`config.mk`:
```
export PLATFORM = sky130hd
export DESIGN_NAME = histogram_clip_finder
export DESIGN_NICKNAME = d
export VERILOG_FILES = /design/src/rtl/histogram_clip_finder.sv
export SDC_FILE = /design/constraint.sdc
export NUM_CORES = 1
export LEC_CHECK = 0
export CAP_MARGIN = 20
export CORE_UTILIZATION = 50
export DETAILED_ROUTE_END_ITERATION = 8
export PLACE_DENSITY = 0.74
export SLEW_MARGIN = 25
export SYNTH_ARGS = -nofsm -noshare
export SYNTH_HDL_FRONTEND = slang
export SYNTH_SLANG_ARGS = --single-unit
```
`constraint.sdc`:
```
create_clock -name clk -period 7.3 [get_ports clk]
set_input_delay 1.825 -clock clk [delete_from_list [all_inputs] [get_ports clk]]
set_output_delay 1.825 -clock clk [all_outputs]
set_load 0.005 [all_outputs]
```
`src/rtl/histogram_clip_finder.sv`:
```
// Scans a completed histogram once and reports the first bins where the running
// count reaches the low and high clip thresholds (black/white clip points).
module histogram_clip_finder #(
    parameter int DATA_WIDTH = 8,
    parameter int CNT_WIDTH  = 18
) (
    input  logic                  clk,
    input  logic                  rst_n,
    input  logic                  Start,
    input  logic [CNT_WIDTH-1:0]  LowCnt,
    input  logic [CNT_WIDTH-1:0]  HighCnt,
    output logic                  BinRdEn,
    output logic [DATA_WIDTH-1:0] BinAddr,
    input  logic [CNT_WIDTH-1:0]  BinData,
    output logic                  Busy,
    output logic                  Done,
    output logic [DATA_WIDTH-1:0] LowBin,
    output logic [DATA_WIDTH-1:0] HighBin
);

    localparam logic [DATA_WIDTH-1:0] LAST_BIN = {DATA_WIDTH{1'b1}};
    localparam logic [CNT_WIDTH-1:0]  CNT_MAX  = {CNT_WIDTH{1'b1}};

    typedef enum logic [1:0] {
        IDLE,
        READ,
        DRAIN,
        DONE
    } state_t;

    state_t                state_q, state_d;
    logic                  rd_en_q, rd_en_d;
    logic [DATA_WIDTH-1:0] addr_q, addr_d;
    logic                  valid_q, valid_d;
    logic [DATA_WIDTH-1:0] bin_k_q, bin_k_d;
    logic [CNT_WIDTH-1:0]  cum_q, cum_d;
    logic [CNT_WIDTH-1:0]  low_thr_q, low_thr_d;
    logic [CNT_WIDTH-1:0]  high_thr_q, high_thr_d;
    logic                  low_found_q, low_found_d;
    logic                  high_found_q, high_found_d;
    logic [DATA_WIDTH-1:0] low_res_q, low_res_d;
    logic [DATA_WIDTH-1:0] high_res_q, high_res_d;
    logic [DATA_WIDTH-1:0] low_bin_q, low_bin_d;
    logic [DATA_WIDTH-1:0] high_bin_q, high_bin_d;

    logic [CNT_WIDTH:0]    cum_sum;
    logic [CNT_WIDTH-1:0]  cum_next;

    always_ff @(posedge clk) begin
        if (!rst_n) begin
            state_q      <= IDLE;
            rd_en_q      <= 1'b0;
            addr_q       <= '0;
            valid_q      <= 1'b0;
            bin_k_q      <= '0;
            cum_q        <= '0;
            low_thr_q    <= '0;
            high_thr_q   <= '0;
            low_found_q  <= 1'b0;
            high_found_q <= 1'b0;
            low_res_q    <= LAST_BIN;
            high_res_q   <= LAST_BIN;
            low_bin_q    <= '0;
            high_bin_q   <= LAST_BIN;
        end else begin
            state_q      <= state_d;
            rd_en_q      <= rd_en_d;
            addr_q       <= addr_d;
            valid_q      <= valid_d;
            bin_k_q      <= bin_k_d;
            cum_q        <= cum_d;
            low_thr_q    <= low_thr_d;
            high_thr_q   <= high_thr_d;
            low_found_q  <= low_found_d;
            high_found_q <= high_found_d;
            low_res_q    <= low_res_d;
            high_res_q   <= high_res_d;
            low_bin_q    <= low_bin_d;
            high_bin_q   <= high_bin_d;
        end
    end

    always_comb begin
        state_d      = state_q;
        rd_en_d      = rd_en_q;
        addr_d       = addr_q;
        valid_d      = rd_en_q;
        bin_k_d      = addr_q;
        cum_d        = cum_q;
        low_thr_d    = low_thr_q;
        high_thr_d   = high_thr_q;
        low_found_d  = low_found_q;
        high_found_d = high_found_q;
        low_res_d    = low_res_q;
        high_res_d   = high_res_q;
        low_bin_d    = low_bin_q;
        high_bin_d   = high_bin_q;

        // Saturating accumulate so a huge bin can never wrap into a false later hit.
        cum_sum  = {1'b0, cum_q} + {1'b0, BinData};
        cum_next = cum_sum[CNT_WIDTH] ? CNT_MAX : cum_sum[CNT_WIDTH-1:0];

        if (valid_q) begin
            cum_d = cum_next;
            if (!low_found_q && (cum_next >= low_thr_q)) begin
                low_found_d = 1'b1;
                low_res_d   = bin_k_q;
            end
            if (!high_found_q && (cum_next >= high_thr_q)) begin
                high_found_d = 1'b1;
                high_res_d   = bin_k_q;
            end
        end

        case (state_q)
            IDLE: begin
                if (Start) begin
                    state_d      = READ;
                    rd_en_d      = 1'b1;
                    addr_d       = '0;
                    low_thr_d    = LowCnt;
                    high_thr_d   = HighCnt;
                    cum_d        = '0;
                    low_found_d  = 1'b0;
                    high_found_d = 1'b0;
                    low_res_d    = LAST_BIN;
                    high_res_d   = LAST_BIN;
                end
            end
            READ: begin
                if (addr_q == LAST_BIN) begin
                    state_d = DRAIN;
                    rd_en_d = 1'b0;
                    addr_d  = '0;
                end else begin
                    addr_d = addr_q + 1'b1;
                end
            end
            DRAIN: begin
                // Results default to the last bin, so unmet thresholds report N-1.
                state_d    = DONE;
                low_bin_d  = low_res_d;
                high_bin_d = high_res_d;
            end
            DONE: begin
                state_d = IDLE;
            end
            default: begin
                state_d = IDLE;
            end
        endcase
    end

    assign BinRdEn = rd_en_q;
    assign BinAddr = addr_q;
    assign Busy    = (state_q != IDLE);
    assign Done    = (state_q == DONE);
    assign LowBin  = low_bin_q;
    assign HighBin = high_bin_q;

endmodule

```
==> flow_summary.toml, run 1 <==
[cts]
cts.repair.resized = 0
clk_pin_slew_ps = 70
cts_tree = "done"
cts-root-buf = "clkbuf_16"
hold_buffers = 0
cts_setup_buffers = 0
clockBufferDepth = 2
clock-sinks = 108
insertion_delay_ps = 350
numCtsBuffers = 9
h-tree-depth = 3

[global_routing]
grt_pass1_vias = 5306
grt_pass1_wl_um = 25090
grt_max_degree = 50
grt-ovfl-total = 0
track_usage_pct = 24.10
antenna_found_initial = 0

[critical_path]
slowest_delay_ps = 440
reg2reg_depth = 17
cp-end-kind = "flip-flop"
slowest_stage = "a211oi_1"
crit_top_cell = "o31a_1"
reg2reg_setup_slack_ps = 2770
crit_arrival_ps = 6370
cp_cell_sequence = "clkdlybuf4s50_1 > ha_1 > inv_1 > fa_1 > nor2b_1 > o31a_1 > o31a_1 > o31a_1 > nor2_1 > buf_4 > nand2_1 > ha_1 > a211oi_1 > nor2_1 > a211oi_1 > a21o_1 > nand2_1 > a221oi_1"
start_kind = "input pin"
r2r-start = "cum_q[0]$_SDFF_PN0_"
critPathKind = "in -> reg"
required_ps = 7550
path_max_fanout = 21
rr_endpoint = "HighBin[1]$_SDFFE_PN1P_"

[timing]
setup_viol = 0
period_minus_slack_ps = 6121
slew_violations = 0
rsz0062_at_grt = "false"
finalHoldViolations = 0
fin_skew_ps = 9.816
tns_ps = 0
maxSlewHeadroom_pct = 44.54
period_share_pct = 83.85
worst_pin_slew_ps = 830.1
fmax_ghz = 0.1634

[yosys]
async_flop_share_pct = 0
synth-seq-area-share_pct = 35.01
synth_seq_cells = 108
syn_nets = 898
synth_area_um2 = 6176
ys_types = 58
yosysWarnings = 0
synth-edff-count = 0
yosys_most_used_dff = "dfxtp_1"
avgSynthCellArea_um2 = 7.908
syn_inst = 781

[placement]
routabilityCongestion = 0.9184
placed_area_um2 = 7086
hpwl_um = 11420
io_buffers = 83

[hold_path]
hold_path_class = "reg -> reg"
hold_depth = 2
holdCritStartpoint = "low_thr_q[1]$_SDFFE_PN0P_"
hold_path_end = "low_thr_q[1]$_SDFFE_PN0P_"

[pwr]
peakVddDrop_mv = 0.2594
p_leak_uw = 0.002871
p_per_area_nw_per_um2 = 305.2

[drt]
first_pass_iters = 5
postRouteAntennaNets = 0
dr_total_vias = 5750
avgViaCountPerCell = 5.785
drc = 0
drt_iter0_drc = 427
routed_wl_um = 15210
wl_per_cell_um = 15.30

[finish]
multiInputGateArea_um2 = 3656
antenna_cells = 0
nFillCells = 1077
regArea_um2 = 2162
area_growth_pct = 19.35
final_cell_mix = "dfxtp_1, nand2_1, clkdlybuf4s50_1"
postLayoutCellArea_um2 = 7371
drive_above_1_share_pct = 4.368
nNetsFinal = 959

[die]
fp.dieArea_um2 = 12800
core_area_um2 = 12010
start_util_pct = 51.42
io_pins = 84
die_h_um = 113.1
rows = 40
die_w_um = 113.1

[flow_run]
max_cap_viol_count = 0

[outcome]
status = "completed"
-- how the worst max path moves through the flow --
stage / slack (ps) / endpoint / depth (start not counted) / startpoint
floorplan: 2000 / HighBin[0]$_SDFFE_PN1P_ / 18 / BinData[0]
global placement: 1100 / HighBin[4]$_SDFFE_PN1P_ / 18 / BinData[0]
detailed placement: 960 / HighBin[0]$_SDFFE_PN1P_ / 18 / BinData[0]
CTS: 1300 / HighBin[0]$_SDFFE_PN1P_ / 18 / BinData[0]
global route: 820 / HighBin[5]$_SDFFE_PN1P_ / 18 / BinData[0]
finish: 1180 / HighBin[1]$_SDFFE_PN1P_ / 18 / BinData[0]
-- cells in the mapped netlist (10+ instances only) --
cell type    n  area, um^2
nand4_1     12       75.07
clkbuf_1    31       116.4
a21oi_1     77       385.4
and2_1      11       68.82
nand2_1    109       409.1
a211oi_1    10       75.07
nand3_1     41       205.2
o21ai_0     66       330.3
nor3b_1     11       82.58
nor2_1      32       120.1
nand2b_1    11       68.82
a31oi_1     16       100.1
dfxtp_1    108        2162
ha_1        59       738.2
inv_1       53       198.9
nor3_1      20       100.1
a21o_1      10       75.07
-- area by class of cell --
class	instances	share of cell area, %
inverters	53	2.699
repair buffers	91	12.09
clock buffers	10	3.106
clock inverters	6	0.6790
flip-flops and latches	108	29.33
multi-input cells	579	49.60
well taps	147	2.495
-- cells by family (layout without fill, tap and decap cells) --
group,count (synthesis),in the layout,synth area share [%]
and+or+nand+nor,276,276,21.82
xor gates and xnor gates,14,14,1.985
muxes,2,2,0.4051
DFF,108,108,35.01
adders and majority gates,60,60,12.28
buffers and inverters,94,160,5.936
AOI/OAI and AO/OA,227,227,22.57
-- flip-flops by register name (all words and copies together), names as in the netlist --
register,cells
cum_q,18
bin_k_q,8
low_thr_q,18
low_found_q,1
high_thr_q,18
valid_q,1
state_q,2
BinAddr,8
low_res_q,8
high_found_q,1
high_res_q,8
HighBin,8
LowBin,8
BinRdEn,1
-- power by group --
part	switching, uW	internal, uW
combinational	610	426
sequential	62.7	696
clock	222	235
total	894	1360
-- worst max-delay path: cells and delay by family --
family / cells / cell delay, ps
buffers and inverters: 3 / 720
adders and majority gates: 3 / 770
and+or+nand+nor: 5 / 700
AOI/OAI and AO/OA: 7 / 2340
-- stage by stage --
stage	instances	total power [uW]	setup WS [ps]	utilization (%)	hold WS, ps
finish	994	2250	1179	61.36	458.1
global route	994	2417	820.7	61.36	477.5
CTS	994	2245	1303	61.31	458.4
detailed placement	978	1789	961.2	58.99	448.3
global placement	978	1739	1100	58.97	446.2
floorplan	781	1477	2002	-	435.5
-- routing by layer --
layer	share of wire (%)	wire, um	vias to the layer above	global-route usage [%]
met2	44	6638	183	36.85
met4	1.8	281	0	7.807
met5	0	0	-	0
li1	-	-	2894	-
met1	49	7397	2648	34.22
met3	5.9	892	25	4.392
(Power assumes the default switching activity.)
==> inputs of run 2 (changes only) <==
--- a/config.mk
+++ b/config.mk
@@ -8,7 +8,7 @@
 export CAP_MARGIN = 20
 export CORE_UTILIZATION = 50
 export DETAILED_ROUTE_END_ITERATION = 8
-export PLACE_DENSITY = 0.74
+export PLACE_DENSITY = 0.77
 export SLEW_MARGIN = 25
 export SYNTH_ARGS = -nofsm -noshare
 export SYNTH_HDL_FRONTEND = slang
==> constraint.sdc (replaced) <==
create_clock -name clk -period 5.5 [get_ports clk]
set_input_delay 1.375 -clock clk [delete_from_list [all_inputs] [get_ports clk]]
set_output_delay 1.375 -clock clk [all_outputs]
set_load 0.005 [all_outputs]
==> flow_summary.toml, run 2 (same netlist as run 1, synthesis figures left out) <==
[timing]
worst_pin_slew_ps = 689.4
maxSlewHeadroom_pct = 54.04
period_minus_slack_ps = 5190
slew_violations = 0
fin_skew_ps = 10.18
finalHoldViolations = 0
fin_ws_ps = 310.5
period_share_pct = 94.35
setup_viol = 0
fmax_ghz = 0.1927
tns_ps = 0
whs_ps = 457.6

[global_routing]
antenna_found_initial = 0
grt_pass1_wl_um = 25880
grt_pass1_vias = 5488
grt-ovfl-total = 0
grt_max_degree = 50
track_usage_pct = 25.01

[critical_path]
critPathKind = "in -> reg"
start_kind = "input pin"
r2r-start = "cum_q[0]$_SDFF_PN0_"
cp_cell_sequence = "clkdlybuf4s50_1 > ha_1 > inv_1 > fa_1 > nor2b_1 > o31a_1 > o31a_1 > o31a_1 > nor2_1 > buf_4 > nand2_1 > ha_1 > a21oi_1 > nand2_1 > a221oi_1 > nand2b_1 > nand2_2 > a221oi_1"
reg2reg_depth = 17
path_max_fanout = 21
crit_top_cell = "o31a_1"
required_ps = 5760
reg2reg_setup_slack_ps = 1440
rr_endpoint = "HighBin[1]$_SDFFE_PN1P_"
cp_top_family = "compound AO/OA/AOI/OAI gates"
crit_buf_inv = 3
slowest_delay_ps = 460
crit_arrival_ps = 5450
slowest_stage = "a221oi_1"
cp-end-kind = "flip-flop"

[cts]
insertion_delay_ps = 360
clk_pin_slew_ps = 80
cts-root-buf = "clkbuf_16"
cts_tree = "done"
clockBufferDepth = 2
numCtsBuffers = 9
h-tree-depth = 3
clock-sinks = 108
hold_buffers = 0

[hold_path]
hold_path_end = "high_thr_q[15]$_SDFFE_PN0P_"
hold_depth = 2
hold_path_class = "reg -> reg"
holdCritStartpoint = "high_thr_q[15]$_SDFFE_PN0P_"

[drt]
drt_iter0_drc = 442
avgViaCountPerCell = 5.834
wl_per_cell_um = 15.77
dr_total_vias = 5875
postRouteAntennaNets = 0
first_pass_iters = 5
routed_wl_um = 15880
drc = 0

[die]
core_area_um2 = 12010
rows = 40
die_h_um = 113.1
die_w_um = 113.1
io_pins = 84
start_util_pct = 51.42
fp.dieArea_um2 = 12800

[pwr]
p_leak_uw = 0.002949
p_per_area_nw_per_um2 = 407.5
peakVddDrop_mv = 0.4539
p_comb_share_pct = 46.8
p_int_uw = 1828
power_frac_seq_pct = 32.8
swShare_pct = 40.20
p_sw_uw = 1229
clkPwrFrac_pct = 20.4

[placement]
placed_area_um2 = 7178
routabilityCongestion = 0.8950
io_buffers = 83
hpwl_um = 11810
dp_slack_ps = -115.2

[finish]
drive_above_1_share_pct = 6.395
nNetsFinal = 972
multiInputGateArea_um2 = 3685
nFillCells = 1041
postLayoutCellArea_um2 = 7502
final_cell_mix = "dfxtp_1, nand2_1, clkdlybuf4s50_1"
largestRegisters = "cum_q: 18 flops, high_thr_q: 18 flops, low_thr_q: 18 flops"
regArea_um2 = 2162
area_growth_pct = 21.47
final_common_cell = "dfxtp_1"
antenna_cells = 0

[outcome]
status = "completed"

[flow_run]
max_cap_viol_count = 0
## run 2: tightest hold or removal path, delay by kind of cell (launching register included)
family	cells	cell delay, ps
compound gates	1	50
flops	1	310
simple gates	1	50
## run 2: layout make-up
class	count	share of cell area (%)
clock buffers	9	3.002
clock inverters	7	0.7839
inverters	53	2.652
multi-input cells	579	49.12
flip-flops and latches	108	28.82
well taps	147	2.452
repair buffers	104	13.18
## run 2: power by group through the flow
stage               clock network [uW]  logic [uW]  registers, uW
floorplan                            0         960           1000
global placement                     0        1330           1010
detailed placement                   0        1390           1020
CTS                                632        1400           1000
global route                       663        1600           1020
finish                             623        1430           1000
## run 2: worst max path at each step
stage	start	to	slack (ps)	cells past startpoint
finish	BinData[0]	HighBin[1]$_SDFFE_PN1P_	310	18
floorplan	BinData[0]	HighBin[0]$_SDFFE_PN1P_	650	18
global route	BinData[0]	HighBin[1]$_SDFFE_PN1P_	-3	19
CTS	BinData[0]	HighBin[0]$_SDFFE_PN1P_	160	18
global placement	BinData[0]	LowBin[6]$_SDFFE_PN0P_	-8	18
detailed placement	BinData[0]	LowBin[4]$_SDFFE_PN0P_	-120	18
## run 2: repair_timing
item,in CTS,in global routing
setup endpoints to repair,0,16
resized for setup,0,5
buffers inserted,0,1
## run 2: per-stage QoR
stage	power (uW)	utilization, %	std cells
6_report	3057	62.46	1007
5_1_grt	3286	62.46	1007
4_1_cts	3034	62.13	1006
3_3_place_gp	2345	59.72	990
3_5_place_dp	2409	59.76	990
2_1_floorplan	1960	-	781
## run 2: layer usage
| layer | GRT usage (%) | share of wire (%) | vias up |
|---|---|---|---|
| met5 | 0 | 0 | - |
| met4 | 8.421 | 2.1 | 0 |
| met3 | 3.642 | 5.4 | 29 |
| met2 | 40.08 | 45 | 202 |
| met1 | 34.49 | 47 | 2722 |
| li1 | - | - | 2922 |
==> inputs of run 3 (changes only) <==
--- a/config.mk
+++ b/config.mk
@@ -8,7 +8,7 @@
 export CAP_MARGIN = 20
 export CORE_UTILIZATION = 50
 export DETAILED_ROUTE_END_ITERATION = 8
-export PLACE_DENSITY = 0.77
+export PLACE_DENSITY = 0.74
 export SLEW_MARGIN = 25
 export SYNTH_ARGS = -nofsm -noshare
 export SYNTH_HDL_FRONTEND = slang
==> constraint.sdc (replaced) <==
create_clock -name clk -period 6.2 [get_ports clk]
set_input_delay 1.55 -clock clk [delete_from_list [all_inputs] [get_ports clk]]
set_output_delay 1.55 -clock clk [all_outputs]
set_load 0.005 [all_outputs]
==> flow_summary.toml, run 3 (same netlist as run 1, synthesis figures left out) <==
[drt]
dr_total_vias = 5807
met3_length_um = 794
wl_per_cell_um = 15.74
first_pass_iters = 5
drc = 0
routed_wl_um = 15650
avgViaCountPerCell = 5.842
postRouteAntennaNets = 0
met1_length_um = 7504
drt_iter0_drc = 463
top_layer = "met4"
met2_wirelength_um = 7109

[critical_path]
rr_endpoint = "HighBin[2]$_SDFFE_PN1P_"
reg2reg_depth = 17
cp-end-kind = "flip-flop"
cp_cell_sequence = "clkdlybuf4s50_1 > ha_1 > inv_1 > fa_1 > nor2b_1 > o31a_1 > o31a_1 > o31a_1 > nor2_1 > buf_4 > nand2_1 > ha_1 > o21ai_0 > nor2_1 > a211oi_1 > a21o_1 > nand2_1 > a221oi_1"
r2r-start = "cum_q[0]$_SDFF_PN0_"
required_ps = 6450
start_kind = "input pin"
slowest_stage = "a211oi_1"
crit_arrival_ps = 6060
path_max_fanout = 13
reg2reg_setup_slack_ps = 1720
crit_top_cell = "o31a_1"
slowest_delay_ps = 420
critPathKind = "in -> reg"

[finish]
final_cell_mix = "nand2_1, dfxtp_1, clkdlybuf4s50_1"
final_common_cell = "nand2_1"
antenna_cells = 0
nNetsFinal = 959
largestRegisters = "cum_q: 18 flops, high_thr_q: 18 flops, low_thr_q: 18 flops"
final_cells = 994
multiInputGateArea_um2 = 3656
drive_above_1_share_pct = 4.368
nFillCells = 1085
regArea_um2 = 2163
postLayoutCellArea_um2 = 7411
area_growth_pct = 20.00

[cts]
cts_setup_buffers = 0
insertion_delay_ps = 350
clockBufferDepth = 2
cts_tree = "done"
hold_buffers = 0
numCtsBuffers = 9
h-tree-depth = 3
clk_pin_slew_ps = 70
clock-sinks = 108
cts-root-buf = "clkbuf_16"
cts.repair.resized = 0

[pwr]
p_comb_share_pct = 44.2
p_int_uw = 1673
p_leak_uw = 0.002894
power_frac_seq_pct = 33.3
swShare_pct = 38.60
peakVddDrop_mv = 0.3555
p_sw_uw = 1051
clkPwrFrac_pct = 22.5
p_per_area_nw_per_um2 = 367.6

[flow_run]
max_cap_viol_count = 0

[timing]
worst_pin_slew_ps = 1001
slew_violations = 0
tns_ps = 0
period_share_pct = 93.63
setup_viol = 0
fmax_ghz = 0.1723
finalHoldViolations = 0
fin_skew_ps = 8.432
period_minus_slack_ps = 5805
maxSlewHeadroom_pct = 33.13
rsz0062_at_grt = "false"

[hold_path]
holdCritStartpoint = "low_thr_q[15]$_SDFFE_PN0P_"
hold_path_class = "reg -> reg"
hold_path_end = "low_thr_q[15]$_SDFFE_PN0P_"
hold_depth = 2

[outcome]
status = "completed"

[global_routing]
grt-ovfl-total = 0
grt_pass1_vias = 5484
grt_max_degree = 43
antenna_found_initial = 0
track_usage_pct = 25.10
grt_pass1_wl_um = 25850

[placement]
routabilityCongestion = 0.9334
hpwl_um = 11640
placed_area_um2 = 7088
placed_cells = 978
io_buffers = 83

[die]
io_pins = 84
die_w_um = 113.1
die_h_um = 113.1
core_area_um2 = 12010
rows = 40
fp.dieArea_um2 = 12800
start_util_pct = 51.42
-- run 3: cell types whose count changed in the layout (fill, tap and decap cells not counted), moves of 2 or more --
cell,change
buf_4,-13
clkinv_4,-2
clkbuf_1,+2
bufinv_16,+2
-- run 3: cell type report --
type / instances / share of cell area [%]
Clock buffer: 11 / 3.140
Clock inverter: 5 / 1.148
Inverter: 53 / 2.684
Multi-Input combinational cell: 579 / 49.33
Sequential cell: 108 / 29.19
Tap cell: 147 / 2.482
Timing Repair Buffer: 91 / 12.02
-- run 3: power groups by stage --
stage	Clock, uW	Sequential, uW	Combinational (uW)
floorplan	0	888	851
global placement	0	913	1150
detailed placement	0	920	1180
CTS	624	905	1190
global route	644	920	1360
finish	614	907	1200
-- run 3: how the worst max path moves through the flow --
stage	slack [ps]	cells after the start	from	endpoint
2_1_floorplan	1180	18	BinData[0]	HighBin[0]$_SDFFE_PN1P_
3_3_place_gp	290	18	BinData[0]	HighBin[4]$_SDFFE_PN1P_
6_report	390	18	BinData[0]	HighBin[2]$_SDFFE_PN1P_
4_1_cts	410	18	BinData[0]	HighBin[2]$_SDFFE_PN1P_
3_5_place_dp	40	18	BinData[0]	HighBin[2]$_SDFFE_PN1P_
5_1_grt	30	18	BinData[0]	HighBin[1]$_SDFFE_PN1P_
-- run 3: worst max-delay path, delay by kind of cell --
kind / cells / cell delay (ps)
AOI/OAI and AO/OA: 7 / 2230
and+or+nand+nor: 5 / 800
adders and majority gates: 3 / 750
buffers and inverters: 3 / 730
-- run 3: stage by stage --
| stage | total power (uW) | hold WS [ps] | utilization (%) | worst slack [ps] |
|---|---|---|---|---|
| 5_1_grt | 2922 | 483.5 | 61.70 | 32.83 |
| 2_1_floorplan | 1739 | 435.5 | - | 1177 |
| 3_3_place_gp | 2060 | 444.5 | 58.97 | 292.7 |
| 4_1_cts | 2721 | 457.1 | 61.66 | 412.7 |
| 3_5_place_dp | 2101 | 447.9 | 59.01 | 42.31 |
| 6_report | 2724 | 455.3 | 61.70 | 394.8 |
-- run 3: layer usage --
layer	global-route usage, %	vias up
met5	0	-
met4	9.386	0
met3	2.517	19
met2	40.16	184
met1	35.02	2707
li1	-	2897
